==> src/rtl/pathtracer_pad_bridge.sv <==
// pathtracer_pad_bridge
//
// Bridges a narrow host pad interface to the wide word streams of the
// pathtracer core, in both directions.
//
//   Input path : PAD_IN_W-bit beats (LSB beat first) are collected into an
//                IN_W-bit word. The word is then presented to the core as a
//                single transfer.
//   Output path: OUT_W-bit pixels from the core are queued in a FIFO_DEPTH-entry
//                FIFO. Each pixel is then serialised to the host as
//                PAD_OUT_W-bit beats, LSB beat first. pad_out_last marks the
//                final beat of each pixel.
//
// Handshake: on every stream a transfer happens at a rising clk edge where
// vld and rdy are both 1. A producer holds dat stable while vld=1 and the
// transfer has not yet happened. No rdy output here depends combinationally
// on a vld or rdy input; each one comes from registered state.
//
// Ports
//   clk                          sole clock, rising edge
//   arst_n                       synchronous active-low reset
//   pad_in_dat/vld/rdy           host -> bridge beats
//   core_in_dat/vld/rdy          bridge -> core words
//   core_out_dat/vld/rdy         core -> bridge pixels
//   pad_out_dat/vld/rdy/last     bridge -> host beats
//   fifo_level                   output FIFO occupancy, 0..FIFO_DEPTH
//
// Supported parameters: IN_W % PAD_IN_W == 0, OUT_W % PAD_OUT_W == 0, and
// FIFO_DEPTH a power of two that is at least 2.
module pathtracer_pad_bridge #(
    parameter int IN_W       = 12,
    parameter int PAD_IN_W   = 4,
    parameter int OUT_W      = 8,
    parameter int PAD_OUT_W  = 8,
    parameter int FIFO_DEPTH = 4
) (
    input  logic                          clk,
    input  logic                          arst_n,
    input  logic [PAD_IN_W-1:0]           pad_in_dat,
    input  logic                          pad_in_vld,
    output logic                          pad_in_rdy,
    output logic [IN_W-1:0]               core_in_dat,
    output logic                          core_in_vld,
    input  logic                          core_in_rdy,
    input  logic [OUT_W-1:0]              core_out_dat,
    input  logic                          core_out_vld,
    output logic                          core_out_rdy,
    output logic [PAD_OUT_W-1:0]          pad_out_dat,
    output logic                          pad_out_vld,
    input  logic                          pad_out_rdy,
    output logic                          pad_out_last,
    output logic [$clog2(FIFO_DEPTH):0]   fifo_level
);

    localparam int NB_IN  = IN_W / PAD_IN_W;
    localparam int NB_OUT = OUT_W / PAD_OUT_W;
    // A counter needs at least one bit, even when there is only one beat per word.
    localparam int KW     = (NB_IN  > 1) ? $clog2(NB_IN)  : 1;
    localparam int JW     = (NB_OUT > 1) ? $clog2(NB_OUT) : 1;
    localparam int AW     = $clog2(FIFO_DEPTH);

    localparam logic [KW-1:0] K_LAST = KW'(NB_IN - 1);
    localparam logic [JW-1:0] J_LAST = JW'(NB_OUT - 1);

    // ------------------------------------------------------------------
    // Input path: beat collector FSM
    // ------------------------------------------------------------------
    typedef enum logic {
        COLLECT = 1'b0,
        PRESENT = 1'b1
    } in_state_t;

    in_state_t        state_q;
    in_state_t        state_d;
    logic [KW-1:0]    k_q;
    logic [IN_W-1:0]  word_q;
    logic             in_beat;

    always_ff @(posedge clk) begin
        if (!arst_n) begin
            state_q <= COLLECT;
        end else begin
            state_q <= state_d;
        end
    end

    always_comb begin
        state_d     = state_q;
        pad_in_rdy  = 1'b0;
        core_in_vld = 1'b0;
        case (state_q)
            COLLECT: begin
                pad_in_rdy = 1'b1;
                if (pad_in_vld && (k_q == K_LAST)) begin
                    state_d = PRESENT;
                end
            end
            PRESENT: begin
                core_in_vld = 1'b1;
                if (core_in_rdy) begin
                    state_d = COLLECT;
                end
            end
            default: state_d = COLLECT;
        endcase
    end

    assign in_beat = pad_in_vld && pad_in_rdy;

    // In PRESENT no beat is accepted, so word_q stays stable.
    always_ff @(posedge clk) begin
        if (!arst_n) begin
            k_q    <= '0;
            word_q <= '0;
        end else if (in_beat) begin
            word_q[k_q*PAD_IN_W +: PAD_IN_W] <= pad_in_dat;
            k_q <= (k_q == K_LAST) ? '0 : k_q + 1'b1;
        end
    end

    assign core_in_dat = word_q;

    // ------------------------------------------------------------------
    // Output path: FIFO plus beat serialiser
    // ------------------------------------------------------------------
    logic [OUT_W-1:0] mem [FIFO_DEPTH];
    logic [AW:0]      wr_ptr_q;
    logic [AW:0]      rd_ptr_q;
    logic [JW-1:0]    j_q;
    logic [OUT_W-1:0] head;
    logic             full;
    logic             empty;
    logic             push;
    logic             pop;
    logic             out_beat;

    // The pointers carry one extra wrap bit. When the index bits are equal,
    // the wrap bits tell full from empty.
    assign full  = (wr_ptr_q[AW] != rd_ptr_q[AW]) &&
                   (wr_ptr_q[AW-1:0] == rd_ptr_q[AW-1:0]);
    assign empty = (wr_ptr_q == rd_ptr_q);

    assign core_out_rdy = !full;
    assign pad_out_vld  = !empty;
    assign pad_out_last = pad_out_vld && (j_q == J_LAST);

    assign push     = core_out_vld && core_out_rdy;
    assign out_beat = pad_out_vld && pad_out_rdy;
    assign pop      = out_beat && (j_q == J_LAST);

    always_comb begin
        head        = mem[rd_ptr_q[AW-1:0]];
        pad_out_dat = head[j_q*PAD_OUT_W +: PAD_OUT_W];
    end

    // Storage is never reset. Only the pointers decide what is valid.
    always_ff @(posedge clk) begin
        if (push) begin
            mem[wr_ptr_q[AW-1:0]] <= core_out_dat;
        end
    end

    always_ff @(posedge clk) begin
        if (!arst_n) begin
            wr_ptr_q <= '0;
            rd_ptr_q <= '0;
            j_q      <= '0;
        end else begin
            if (push) begin
                wr_ptr_q <= wr_ptr_q + 1'b1;
            end
            if (pop) begin
                rd_ptr_q <= rd_ptr_q + 1'b1;
            end
            if (out_beat) begin
                j_q <= (j_q == J_LAST) ? '0 : j_q + 1'b1;
            end
        end
    end

    // Modular subtraction over AW+1 bits gives 0..FIFO_DEPTH.
    assign fifo_level = wr_ptr_q - rd_ptr_q;

endmodule

==> config.mk <==
export PLATFORM = sky130hd
export DESIGN_NAME = pathtracer_pad_bridge
export DESIGN_NICKNAME = d
export VERILOG_FILES = /design/src/rtl/pathtracer_pad_bridge.sv
export SDC_FILE = /design/constraint.sdc
export NUM_CORES = 1
export LEC_CHECK = 0
export CAP_MARGIN = 20
export CORE_AREA = 2 2 83 65
export CTS_CLUSTER_DIAMETER = 120
export CTS_CLUSTER_SIZE = 28
export DETAILED_ROUTE_END_ITERATION = 8
export DIE_AREA = 0 0 85 67
export PLACE_DENSITY = 0.77
export SYNTH_ARGS = -nofsm -noshare
export SYNTH_HDL_FRONTEND = slang
export SYNTH_SLANG_ARGS = --single-unit
==> constraint.sdc <==
create_clock -name clk -period 2.2 [get_ports clk]
set_input_delay 0.44 -clock clk [delete_from_list [all_inputs] [get_ports clk]]
set_output_delay 0.44 -clock clk [all_outputs]
set_load 0.01 [all_outputs]
Word level (Yosys, flattened, before mapping)

Memories as Yosys holds them, arrays and structs flattened. A register that Yosys moved wholly into a read port is not among the register bits.
Cells that the tools add are included.

Memories kept: 1
Input port bits: 18
RAM bits: 32
Word-level logic and storage cells: 43
Bits in registers: 22

$add $sub $neg: 6
Reduce and logical (&&, ||, !) cells: 9
Equal/unequal tests: 4
Shift-type cells: 3
Muxes and demuxes: 12
Bitwise logic cells: 2

Memory list:

| memory | words | width | rd ports | clocked after memory_dff | wr ports | RTL line | RTL |
|---|---|---|---|---|---|---|---|
| mem    | 4     | 8     | 1        | 1                        | 1        | 126      | `logic [OUT_W-1:0] mem [FIFO_DEPTH];` |

Operators with widths:

| cell                    | number |
|---|---|
| $neg 4->34              | 1 |
| $shift 4x34->12 const A | 1 |
| $shiftx 4x34->12        | 1 |
| $bwmux 12               | 1 |
| $shiftx 8x5->8          | 1 |
| $logic_and 1x1->1       | 7 |
| $mux 1                  | 7 |
| $add 3x1->3 const B     | 2 |
| $mux 2                  | 3 |
| $eq 3x3->1              | 1 |
| $sub 3x3->3             | 1 |
| $add 2x1->2 const B     | 1 |
| $eq 2x2->1              | 1 |
| $eq 2x2->1 const B      | 1 |
| $logic_not 1->1         | 2 |
| $not 1->1               | 2 |
| $pmux 1 s2              | 1 |
| $add 1x1->1 const B     | 1 |
| $ne 1x1->1              | 1 |

Longest topological paths before layout

Depth after elaboration: 6
Gate-level depth with buffers: 6
Depth with buffers taken out: 5

Least setup slack after synthesis

No wires, ideal clock.

Kind: register to output
Start point: register wr_ptr_q[0]
End point: output port fifo_level[2]
Cell stages (with the launch flop): 5
Arrival: 1,296 ps
Path slack: 464 ps
Path through: dfxtp_1 > inv_1 > ha_1 > fa_1 > xnor2_1

Word-level cells in the longest chain between the ends: 1

RTL lines:

| element                  | RTL line | RTL |
|---|---|---|
| start: declaration       | 127      | `logic [AW:0] wr_ptr_q;` |
| start signal: assignment | 170      | `wr_ptr_q <= wr_ptr_q + 1'b1;` |
| $sub 3x3->3              | 182      | `assign fifo_level = wr_ptr_q - rd_ptr_q;` |
| end: declaration         | 52       | `output logic [$clog2(FIFO_DEPTH):0] fifo_level` |

No other way between the ends.

Worst setup path after layout

Start point: register wr_ptr_q[0]
End point: output port fifo_level[1]

Same word-level chain as after synthesis.

==> summary.txt <==
Run status -> completed
Final setup vio count -> 0
Largest net degree at the start of global routing -> 20
Total congestion overflow -> 0
Transition time at the pin with the least slew margin -> 0.456 ns
ANT nets after route -> 0
Endpoint kind of the worst setup timing path -> output port
Clock latency at the later pin of the worst-skew pair -> 0.32 ns
Number of levels in the clock H-tree -> 2
Overall die area -> 0.00570 sq mm
Worst setup slack after layout -> 0.0593 ns
CP max FO -> 2
Fraction of the yosys area taken by sequential cells -> 58.6%
Number of synthesis warnings -> 0
Asr flop ratio synth -> 0%
Final max-slew violation count -> 0
Die W -> 85 microns
Post-synthesis compound-gate area fraction -> 9.29%
Yosys top cell by area -> edfxtp_1
Setup repair after global routing missed its margin -> no
Total number of nets in the final design -> 263
Buffers added on ports -> 45
Wirelength, routed -> 4530 microns
Average cell area after synthesis -> 13.9 sq um
Period Utilization, post-route -> 97.3%
Number of enable-type register cells in the synthesized netlist -> 32
WP data required -> 1.76 ns
Maxcap violations -> 0
Via count -> 1,589
Standby leakage power -> 0.00115 uW
TritonCTS Buffers -> 5
Hold Slack -> 0.470 ns
Fraction of synthesized cell area in xor and xnor cells -> 1.39%
Fmax -> 467 MHz
Number of iterations in the first detailed-routing pass -> 4
Clock root buffer master -> clkbuf_8
Total of flip-flops plus latches after synthesis -> 55
Wire length of the first global-routing pass -> 7530 microns
Path depth of the worst reg2reg path -> 5
Largest clock skew in the final design -> 0.00650 ns
Critical Path Source Type -> flip-flop
Post-CTS setup repair buffer count -> 0
Vias in the first global route -> 1,526
Core box area -> 0.00482 sq mm
Number of core rows -> 22
Clock slew at reported path FFs -> 0.10 ns
Worst rel slew slack -> 69.6%
Starting utilization of the core area -> 50.3%
Number of sinks handled by clock tree synthesis -> 55
Initial DRC Count -> 63
Portion of netlist area occupied by mux cells -> 8.67%
Vias per cell -> 5.42
Post-DP HPWL -> 3300 microns
Boundary Pins -> 46
Sum of negative setup slack -> 0 ns
Total inserted antenna cells -> 0
Post-route design area -> 0.00309 sq mm
Distinct cell type count after synthesis -> 40
Number of remaining DRC errors -> 0
Max Root-Sink Buffers -> 2
Routability-driven placement congestion ratio -> 0.739
Crit path time final -> 2.14 ns
Syn_nets -> 206
Hold WC Path Type -> flip-flop to flip-flop
Placed Area -> 0.00301 sq mm
Yosys top cell area share -> 39.6%
Power per cell area -> 1050 mW/mm^2
Number of filler instances in the final layout -> 375
Wirelength per Cell -> 15.5 microns
Adder-cell share of the synthesized area -> 7.02%
CTS hold repair buffers -> 0
Overall routing resource usage -> 17.5%
Worst Setup Path Type -> flip-flop to output port
Initial antenna violation count -> 0
Hold-critical path depth -> 2
Placement-stage worst setup slack -> 0.109 ns
Main combinational cell family by area after synthesis -> simple AND/OR/NAND/NOR gates
Instance count of the mapped netlist -> 175
Netlist area before placement -> 0.00242 sq mm
Worst IR drop on VDD -> 0.612 mV
Area grow syn2layout -> 27.4%
Layout cell share with drive strength beyond 1 -> 15.0%
Post-synthesis simple-gate area fraction -> 11.5%
Number of endpoints with negative hold slack in the final report -> 0
Arrival time at the worst endpoint -> 1.70 ns
TritonCTS clock tree -> yes
Y dimension of the die -> 67 microns
Top area cells in the synthesized netlist -> edfxtp_1 (40%), dfxtp_1 (19%), mux4_2 (7.4%)
Predominant post-synthesis flop cell -> edfxtp_1
-- area by class of cell --
| class | instances | area, sq um | area share (%) |
|---|---|---|---|
| Sequential cell | 55 | 1420 | 46.1 |
| Multi-Input combinational cell | 101 | 918 | 29.7 |
| Timing Repair Buffer | 59 | 539 | 17.5 |
| Tap cell | 60 | 75.1 | 2.43 |
| Clock buffer | 5 | 68.8 | 2.23 |
| Inverter | 10 | 37.5 | 1.22 |
| Clock inverter | 3 | 27.5 | 0.891 |
-- through the flow --
stage	utilization, %	power [uW]	instances
global placement	62.4	2780	285
detailed placement	62.4	2820	285
floorplan	-	2160	175
CTS	64.2	3280	293
global route	64.1	3440	293
finish	64.1	3250	293
-- cells in the mapped netlist, types with 2 or more instances --
| master | count |
|---|---|
| a31oi_1 | 4 |
| and2_1 | 7 |
| a32o_1 | 2 |
| dfxtp_1 | 23 |
| nand2_1 | 10 |
| buf_2 | 4 |
| a22o_1 | 6 |
| inv_1 | 10 |
| o311ai_1 | 2 |
| mux4_2 | 8 |
| nor2b_1 | 5 |
| and3b_1 | 4 |
| mux2i_1 | 3 |
| ha_1 | 12 |
| nand4_1 | 4 |
| edfxtp_1 | 32 |
| nand3_1 | 9 |
| buf_4 | 2 |
| o311ai_0 | 3 |
| a21boi_1 | 2 |
| a21boi_0 | 4 |
-- metal layers --
metal | wire length, microns | part of all wire (%) | global-route usage [%] | vias to the layer above
met2 | 2020 | 44 | 27.9 | 41
met5 | 0 | 0 | 0 | -
li1 | - | - | - | 777
met3 | 252 | 5.6 | 4.58 | 7
met4 | 56 | 1.2 | 5.95 | 0
met1 | 2210 | 49 | 23.4 | 764
-- report_power, final --
part | leakage, uW | internal [uW] | total, uW | switching [uW]
clock | 0.0000467 | 237 | 596 | 359
sequential | 0.000481 | 1260 | 1340 | 87.4
combinational | 0.000626 | 662 | 1310 | 644
-- path summary, 6_finish.rpt --
kind	startpoint	to	slack [ns]
max	wr_ptr_q[0]	fifo_level[1]	0.06
min	core_in_dat[2]	core_in_dat[2]	0.47
max reg2reg	wr_ptr_q[1]	mem[2][7]	0.37
min reg2reg	core_in_dat[2]	core_in_dat[2]	0.47
-- cells in the final DEF, fill, tap and decap left out, drive strengths merged --
cell type and count:
buf 14, mux2i 3, clkinvlp 1, nand2 10, nand3 9, and4b 1
a21boi 6, a31o 1, dlygate4sd2 12, clkbuf 6, a2bb2oi 1, o21ai 1
inv 12, xor2 1, ha 12, dfxtp 23, mux4 8, nor2b 5
and2 7, a31oi 4, o21a 1, nor3b 1, nor4bb 1, edfxtp 32
and3b 4, nand4 4, fa 1, xnor2 2, clkdlybuf4s50 32, o311ai 5
nand3b 1, a32o 2, o2111ai 1, a22o 6, and4 1, and3 2
-- timing repair --
item	in CTS	in global routing
resized for setup	15	2
endpoints found under the setup margin	13	1
gates cloned	0	0
-- kinds of logic (layout without fill, tap and decap cells) --
kind of cell / after synthesis / after routing
compound gates: 28 / 28
fa+ha+maj: 13 / 13
buf+inv: 19 / 77
xor+xnor: 3 / 3
mux: 11 / 11
simple gates: 46 / 46
flops: 55 / 55
-- worst max-delay path, cell delays in order, from the launching register on --
cell           delay [ns]
dfxtp_1              0.35
inv_1                0.06
ha_1                 0.21
fa_1                 0.48
inv_1                0.03
dlygate4sd2_1        0.27
-- registers in the layout, indices dropped and copies added, names as in the netlist, named ones only --
signal,flops
wr_ptr_q,3
state_q,1
mem,32
k_q,2
rd_ptr_q,3
core_in_dat,12
Note: power is estimated with default switching activity, not from simulation.
